[config.mk]
export PLATFORM = sky130hd
export DESIGN_NAME = wb_arbiter_flat
export DESIGN_NICKNAME = d
export VERILOG_FILES = /design/src/rtl/wb_arbiter_if.sv /design/src/rtl/wb_arbiter.sv /design/src/flat_wrapper.sv
export SDC_FILE = /design/constraint.sdc
export NUM_CORES = 1
export LEC_CHECK = 0
export CAP_MARGIN = 0
export CORE_AREA = 4 4 115 117
export DETAILED_ROUTE_END_ITERATION = 8
export DIE_AREA = 0 0 119 121
export SLEW_MARGIN = 25
export SYNTH_ARGS = -nofsm -noshare
export SYNTH_HDL_FRONTEND = slang
export SYNTH_SLANG_ARGS = --single-unit
[constraint.sdc]
create_clock -name clk -period 2.3 [get_ports clk]
set_input_delay 0.46 -clock clk [delete_from_list [all_inputs] [get_ports clk]]
set_output_delay 0.46 -clock clk [all_outputs]
set_load 0.02 [all_outputs]
[src/rtl/wb_arbiter_if.sv]
// rtl/wb_arbiter_if.sv - bus bundle between two Wishbone masters, the arbiter and the MIO slave bus
interface wb_arbiter_if;
  logic        m0_cyc_i, m0_stb_i, m0_we_i;
  logic [31:0] m0_adr_i, m0_dat_i, m0_dat_o;
  logic        m0_ack_o, m0_err_o;
  logic        m1_cyc_i, m1_stb_i, m1_we_i;
  logic [31:0] m1_adr_i, m1_dat_i, m1_dat_o;
  logic        m1_ack_o, m1_err_o;
  logic [31:0] s_adr_o, s_dat_o, s_dat_i;
  logic        s_we_o, s_stb_o, s_ack_i;
  logic [1:0]  grant;

  // Arbiter side: the masters see it as their slave.
  modport slave (
    input  m0_cyc_i, m0_stb_i, m0_we_i, m0_adr_i, m0_dat_i,
    output m0_dat_o, m0_ack_o, m0_err_o,
    input  m1_cyc_i, m1_stb_i, m1_we_i, m1_adr_i, m1_dat_i,
    output m1_dat_o, m1_ack_o, m1_err_o,
    output s_adr_o, s_dat_o, s_we_o, s_stb_o, grant,
    input  s_dat_i, s_ack_i
  );

  modport master (
    output m0_cyc_i, m0_stb_i, m0_we_i, m0_adr_i, m0_dat_i,
    input  m0_dat_o, m0_ack_o, m0_err_o,
    output m1_cyc_i, m1_stb_i, m1_we_i, m1_adr_i, m1_dat_i,
    input  m1_dat_o, m1_ack_o, m1_err_o,
    input  s_adr_o, s_dat_o, s_we_o, s_stb_o, grant,
    output s_dat_i, s_ack_i
  );
endinterface

[src/rtl/wb_arbiter.sv]
// rtl/wb_arbiter.sv - two-master Wishbone arbiter onto the MIO bus; define WB_ARB_TIMEOUT_EN for the ack timeout
module wb_arbiter #(
  parameter int unsigned TIMEOUT_CYCLES = 255
) (
  input  logic         clk,
  input  logic         rst,
  wb_arbiter_if.slave  bus
);

  typedef enum logic [1:0] {IDLE = 2'd0, GNT0 = 2'd1, GNT1 = 2'd2} state_t;

  state_t r_state;
  state_t w_next;
  logic   r_last_gnt;
  logic   w_req0, w_req1, w_stb, w_timeout;

  assign w_req0 = bus.m0_cyc_i & bus.m0_stb_i;
  assign w_req1 = bus.m1_cyc_i & bus.m1_stb_i;
  assign w_stb  = ((r_state == GNT0) & bus.m0_stb_i) | ((r_state == GNT1) & bus.m1_stb_i);

`ifdef WB_ARB_TIMEOUT_EN
  localparam logic [7:0] LP_LAST = 8'(TIMEOUT_CYCLES - 1);
  logic [7:0] r_cnt;

  // Ack in the final cycle suppresses the timeout.
  assign w_timeout = (r_cnt == LP_LAST) & w_stb & ~bus.s_ack_i;

  always_ff @(posedge clk) begin
    if (rst) begin
      r_cnt <= 8'd0;
    end else if (r_state == IDLE || bus.s_ack_i || w_next != r_state) begin
      r_cnt <= 8'd0;
    end else if (w_stb) begin
      r_cnt <= r_cnt + 8'd1;
    end
  end
`else
  // Timeout disabled: never fires for any legal TIMEOUT_CYCLES.
  assign w_timeout = (TIMEOUT_CYCLES == 0);
`endif

  always_ff @(posedge clk) begin
    if (rst) begin
      r_state    <= IDLE;
      r_last_gnt <= 1'b1;
    end else begin
      r_state <= w_next;
      if (w_next == GNT0) r_last_gnt <= 1'b0;
      else if (w_next == GNT1) r_last_gnt <= 1'b1;
    end
  end

  always_comb begin
    w_next       = r_state;
    bus.s_adr_o  = 32'd0;
    bus.s_dat_o  = 32'd0;
    bus.s_we_o   = 1'b0;
    bus.s_stb_o  = 1'b0;
    bus.m0_ack_o = 1'b0;
    bus.m0_err_o = 1'b0;
    bus.m1_ack_o = 1'b0;
    bus.m1_err_o = 1'b0;
    bus.m0_dat_o = bus.s_dat_i;
    bus.m1_dat_o = bus.s_dat_i;
    bus.grant    = 2'b00;
    case (r_state)
      IDLE: begin
        if (w_req0 && w_req1) w_next = r_last_gnt ? GNT0 : GNT1;
        else if (w_req0)      w_next = GNT0;
        else if (w_req1)      w_next = GNT1;
      end
      GNT0: begin
        bus.grant    = 2'b01;
        bus.s_adr_o  = bus.m0_adr_i;
        bus.s_dat_o  = bus.m0_dat_i;
        bus.s_we_o   = bus.m0_we_i;
        bus.s_stb_o  = bus.m0_stb_i;
        bus.m0_ack_o = bus.s_ack_i;
        bus.m0_err_o = w_timeout;
        // Hand straight to the waiting master so no idle cycle is lost.
        if (!bus.m0_cyc_i || w_timeout) w_next = w_req1 ? GNT1 : IDLE;
      end
      GNT1: begin
        bus.grant    = 2'b10;
        bus.s_adr_o  = bus.m1_adr_i;
        bus.s_dat_o  = bus.m1_dat_i;
        bus.s_we_o   = bus.m1_we_i;
        bus.s_stb_o  = bus.m1_stb_i;
        bus.m1_ack_o = bus.s_ack_i;
        bus.m1_err_o = w_timeout;
        if (!bus.m1_cyc_i || w_timeout) w_next = w_req0 ? GNT0 : IDLE;
      end
      default: w_next = IDLE;
    endcase
  end

endmodule
[src/flat_wrapper.sv]
// flat-port wrapper written by rule: the top's interface ports become plain ports
module wb_arbiter_flat 
#(
  parameter int unsigned TIMEOUT_CYCLES = 255
)
  (clk, rst, bus_m0_cyc_i, bus_m0_stb_i, bus_m0_we_i, bus_m0_adr_i, bus_m0_dat_i, bus_m0_dat_o, bus_m0_ack_o, bus_m0_err_o, bus_m1_cyc_i, bus_m1_stb_i, bus_m1_we_i, bus_m1_adr_i, bus_m1_dat_i, bus_m1_dat_o, bus_m1_ack_o, bus_m1_err_o, bus_s_adr_o, bus_s_dat_o, bus_s_we_o, bus_s_stb_o, bus_grant, bus_s_dat_i, bus_s_ack_i);
  wb_arbiter_if bus_i ();
  input  logic clk;
  input  logic rst;
  input wire logic [$bits(bus_i.m0_cyc_i)-1:0] bus_m0_cyc_i;
  input wire logic [$bits(bus_i.m0_stb_i)-1:0] bus_m0_stb_i;
  input wire logic [$bits(bus_i.m0_we_i)-1:0] bus_m0_we_i;
  input wire logic [$bits(bus_i.m0_adr_i)-1:0] bus_m0_adr_i;
  input wire logic [$bits(bus_i.m0_dat_i)-1:0] bus_m0_dat_i;
  output wire logic [$bits(bus_i.m0_dat_o)-1:0] bus_m0_dat_o;
  output wire logic [$bits(bus_i.m0_ack_o)-1:0] bus_m0_ack_o;
  output wire logic [$bits(bus_i.m0_err_o)-1:0] bus_m0_err_o;
  input wire logic [$bits(bus_i.m1_cyc_i)-1:0] bus_m1_cyc_i;
  input wire logic [$bits(bus_i.m1_stb_i)-1:0] bus_m1_stb_i;
  input wire logic [$bits(bus_i.m1_we_i)-1:0] bus_m1_we_i;
  input wire logic [$bits(bus_i.m1_adr_i)-1:0] bus_m1_adr_i;
  input wire logic [$bits(bus_i.m1_dat_i)-1:0] bus_m1_dat_i;
  output wire logic [$bits(bus_i.m1_dat_o)-1:0] bus_m1_dat_o;
  output wire logic [$bits(bus_i.m1_ack_o)-1:0] bus_m1_ack_o;
  output wire logic [$bits(bus_i.m1_err_o)-1:0] bus_m1_err_o;
  output wire logic [$bits(bus_i.s_adr_o)-1:0] bus_s_adr_o;
  output wire logic [$bits(bus_i.s_dat_o)-1:0] bus_s_dat_o;
  output wire logic [$bits(bus_i.s_we_o)-1:0] bus_s_we_o;
  output wire logic [$bits(bus_i.s_stb_o)-1:0] bus_s_stb_o;
  output wire logic [$bits(bus_i.grant)-1:0] bus_grant;
  input wire logic [$bits(bus_i.s_dat_i)-1:0] bus_s_dat_i;
  input wire logic [$bits(bus_i.s_ack_i)-1:0] bus_s_ack_i;
  assign bus_i.m0_cyc_i = bus_m0_cyc_i;
  assign bus_i.m0_stb_i = bus_m0_stb_i;
  assign bus_i.m0_we_i = bus_m0_we_i;
  assign bus_i.m0_adr_i = bus_m0_adr_i;
  assign bus_i.m0_dat_i = bus_m0_dat_i;
  assign bus_m0_dat_o = bus_i.m0_dat_o;
  assign bus_m0_ack_o = bus_i.m0_ack_o;
  assign bus_m0_err_o = bus_i.m0_err_o;
  assign bus_i.m1_cyc_i = bus_m1_cyc_i;
  assign bus_i.m1_stb_i = bus_m1_stb_i;
  assign bus_i.m1_we_i = bus_m1_we_i;
  assign bus_i.m1_adr_i = bus_m1_adr_i;
  assign bus_i.m1_dat_i = bus_m1_dat_i;
  assign bus_m1_dat_o = bus_i.m1_dat_o;
  assign bus_m1_ack_o = bus_i.m1_ack_o;
  assign bus_m1_err_o = bus_i.m1_err_o;
  assign bus_s_adr_o = bus_i.s_adr_o;
  assign bus_s_dat_o = bus_i.s_dat_o;
  assign bus_s_we_o = bus_i.s_we_o;
  assign bus_s_stb_o = bus_i.s_stb_o;
  assign bus_grant = bus_i.grant;
  assign bus_i.s_dat_i = bus_s_dat_i;
  assign bus_i.s_ack_i = bus_s_ack_i;
  wb_arbiter #(.TIMEOUT_CYCLES(TIMEOUT_CYCLES)) u_core (.clk(clk), .rst(rst), .bus(bus_i));
endmodule
==> reports/qor.csv <==
metric,value,unit
status,"complete, no violations",
Clk pwr share,26.9,%
Via density,4.13,
cell area after synthesis,1850,sq um
Residual DRC,0,
Final min period,2.23,ns
chip width,119,um
share of cells above drive strength 1,17.7,%
first-pass GRT wire length,12800,um
Max Cap Violations,0,
largest net degree at the start of global routing,67,
P_leak,1.30,nW
Fillers,1343,
Fmax,449,MHz
logic gate share of total power,67.3,%
PwrDens,296,nW/um^2
Cells after Synth,256,
Final Non-Filler Cells,562,
DR iter-0 viols,101,
Crit. End Element,output pin,
Placement Setup Slack,-0.0129,ns
worst hold-check path type,reg2reg,
post-synthesis sequential area ratio,3.24,%
peak supply drop,0.172,mV
"Hold Violations, Final",0,
final net count,566,
# IOs,305,
P_sw,356,uW
Util after Layout,28.9,%
clock-pin slew on the worst setup and hold paths,0.03,ns
Area growth syn-to-layout,92.9,%
Final WS setup,0.0735,ns
vias in the first global route,2488,
n_diodes,0,
die area,14400,sq um
routed wire length,8570,um
number of antenna violations at the first check in global routing,0,
via count,2320,
DP Wirelength,6840,um
DRT antenna net count,0,
RD Place Congestion,0.822,
die height,121,um
TritonRoute pass-1 iters,4,
Max H-tree Level,1,
final worst-path cycle share,96.8,%
GR Overflow Total,0,
max incr delay on CP,0.37,ns
clk_lat worst skew,0.23,ns
Flop pwr share,5.8,%
CTS Buf Count,3,
worst-path cell chain,inv_1 > ha_1 > buf_12 > nor2b_1 > dlygate4sd2_1,
final clock skew,0.00345,ns
Wirelength per Cell,15.3,um
Syn Area/Cell,7.23,sq um
Crit path max-delay family,buffers and inverters,
setup violators final,0,
Ys Warns,0,
Final Hold Slack,0.499,ns
"Distinct cells, synth",26,
Sw Share,33.7,%
worst-path maximum fanout,66,
TritonCTS clock tree,done,
Crit path arrival time,1.77,ns
post-synthesis register bit count,3,
Port Buffers,206,
CORE AREA,12400,sq um
overall routing resource usage,10.9,%
site row count,41,
cell-internal power,700,uW
placed cells,557,
Initial Util,15.0,%
Worst Path Required,1.84,ns
WS Path Type,reg2out,
Max clock buf depth,2,
CP startpoint kind,register,
"Slowest-stage cell, CP",dfxtp_1,
clk sinks,3,
CTS root buffer,clkbuf_16,
fin. max-slew vios,0,
unrepaired setup endpoints after global routing,no,
Bufs and invs on worst path,3,
## cells by family (layout without fill, tap and decap cells)
| family | after synthesis | count (layout) | share of synthesized area (%) |
|---|---|---|---|
| mux | 1 | 1 | 0.541 |
| simple gates | 77 | 77 | 27.0 |
| other cells | 1 | 2 | 0.203 |
| compound gates | 75 | 75 | 30.9 |
| buf+inv | 93 | 226 | 34.1 |
| fa+ha+maj | 6 | 6 | 4.05 |
| flops | 3 | 3 | 3.24 |
## sequential cells by signal, summed over array words and instances (netlist names)
register and cells:
u_core.r_last_gnt 1, u_core.r_state 2
## cells in the final DEF (no fill, tap or decap), types with 2 or more instances in the layout
master	instances
ha_2	2
and2_1	3
clkbuf_2	41
buf_6	2
clkbuf_16	3
nand3_1	3
a21oi_1	2
inv_1	4
a22oi_2	5
clkdlybuf4s50_1	137
conb_1	2
buf_4	6
a22oi_1	61
buf_12	3
clkdlybuf4s15_1	17
dfxtp_1	3
dlygate4sd2_1	11
ha_1	4
nor2b_1	66
## worst reg2reg max path: cells and delay by family, from the launching register on
family | cells | cell delay, ns
adders and majority gates | 2 | 0.53
muxes | 1 | 0.18
buffers and inverters | 2 | 0.45
DFF | 1 | 0.32
AOI/OAI and AO/OA | 2 | 0.31
and+or+nand+nor | 2 | 0.26
## cells in the mapped netlist (all sizes together)
cell,instances,area (sq um)
clkbuf,14,52.6
buf,75,564
dfxtp,3,60.1
nor2b,66,413
a31o,1,8.76
mux2i,1,10.0
a211oi,1,12.5
a211o,1,8.76
conb,1,3.75
o211ai,1,7.51
a22oi,66,495
and2,3,18.8
nand4b,2,32.5
inv,4,15.0
ha,6,75.1
nand3,3,15.0
a311oi,1,15.0
and3,2,13.8
a21oi,2,10.0
a21boi,1,7.51
nand2b,1,6.26
a31oi,1,6.26
## metal layers
metal  share of wire, %  track usage (%)  vias up
li1                   -                -     1103
met1                 32             10.4     1019
met2                 52             20.6      161
met3                 12             3.68       37
met4                4.2             5.65        0
met5                  0                0        -
## per-stage QoR
step                setup TNS, ns  power [mW]  cell area (sq um)
floorplan                       0       0.550               1860
finish                          0        1.06               3570
global route                    0        1.12               3570
detailed placement        -0.0277       0.787               3640
global placement                0       0.781               3640
CTS                      -0.00554        1.07               3690
## path summary, 6_finish.rpt
| path | startpoint | endpoint | slack, ns | cells after the start |
|---|---|---|---|---|
| worst min register to register | u_core.r_last_gnt$_SDFFE_PP1P_ | u_core.r_last_gnt$_SDFFE_PP1P_ | 0.50 | 2 |
| worst min-delay path | u_core.r_last_gnt$_SDFFE_PP1P_ | u_core.r_last_gnt$_SDFFE_PP1P_ | 0.50 | 2 |
| worst max-delay path | u_core.r_state[0]$_SDFF_PP0_ | bus_s_adr_o[20] | 0.07 | 5 |
| worst max register to register | u_core.r_state[1]$_SDFF_PP0_ | u_core.r_last_gnt$_SDFFE_PP1P_ | 0.14 | 9 |
## area by class of cell
class | instances | area, sq um | share of cell area [%]
inverters | 4 | 15.0 | 0.420
flip-flops and latches | 3 | 60.1 | 1.68
clock buffers | 4 | 78.8 | 2.21
multi-input cells | 161 | 1200 | 33.6
well taps | 172 | 215 | 6.02
repair buffers | 218 | 2000 | 56.1
## timing repair
item | in CTS | in global routing
gates cloned | 1 | 0
gates resized for setup | 76 | 100
hold buffers | 0 | 0
setup endpoints to repair | 69 | 60
setup buffers | 0 | 0
## power groups by stage
stage	combinational [mW]	clock, mW	sequential [mW]
after global routing	0.764	0.291	0.0615
after CTS	0.721	0.287	0.0611
after detailed placement	0.725	0	0.0618
final	0.711	0.284	0.0611
after floorplan	0.488	0	0.0621
after global placement	0.720	0	0.0613
(Power assumes the default switching activity.)
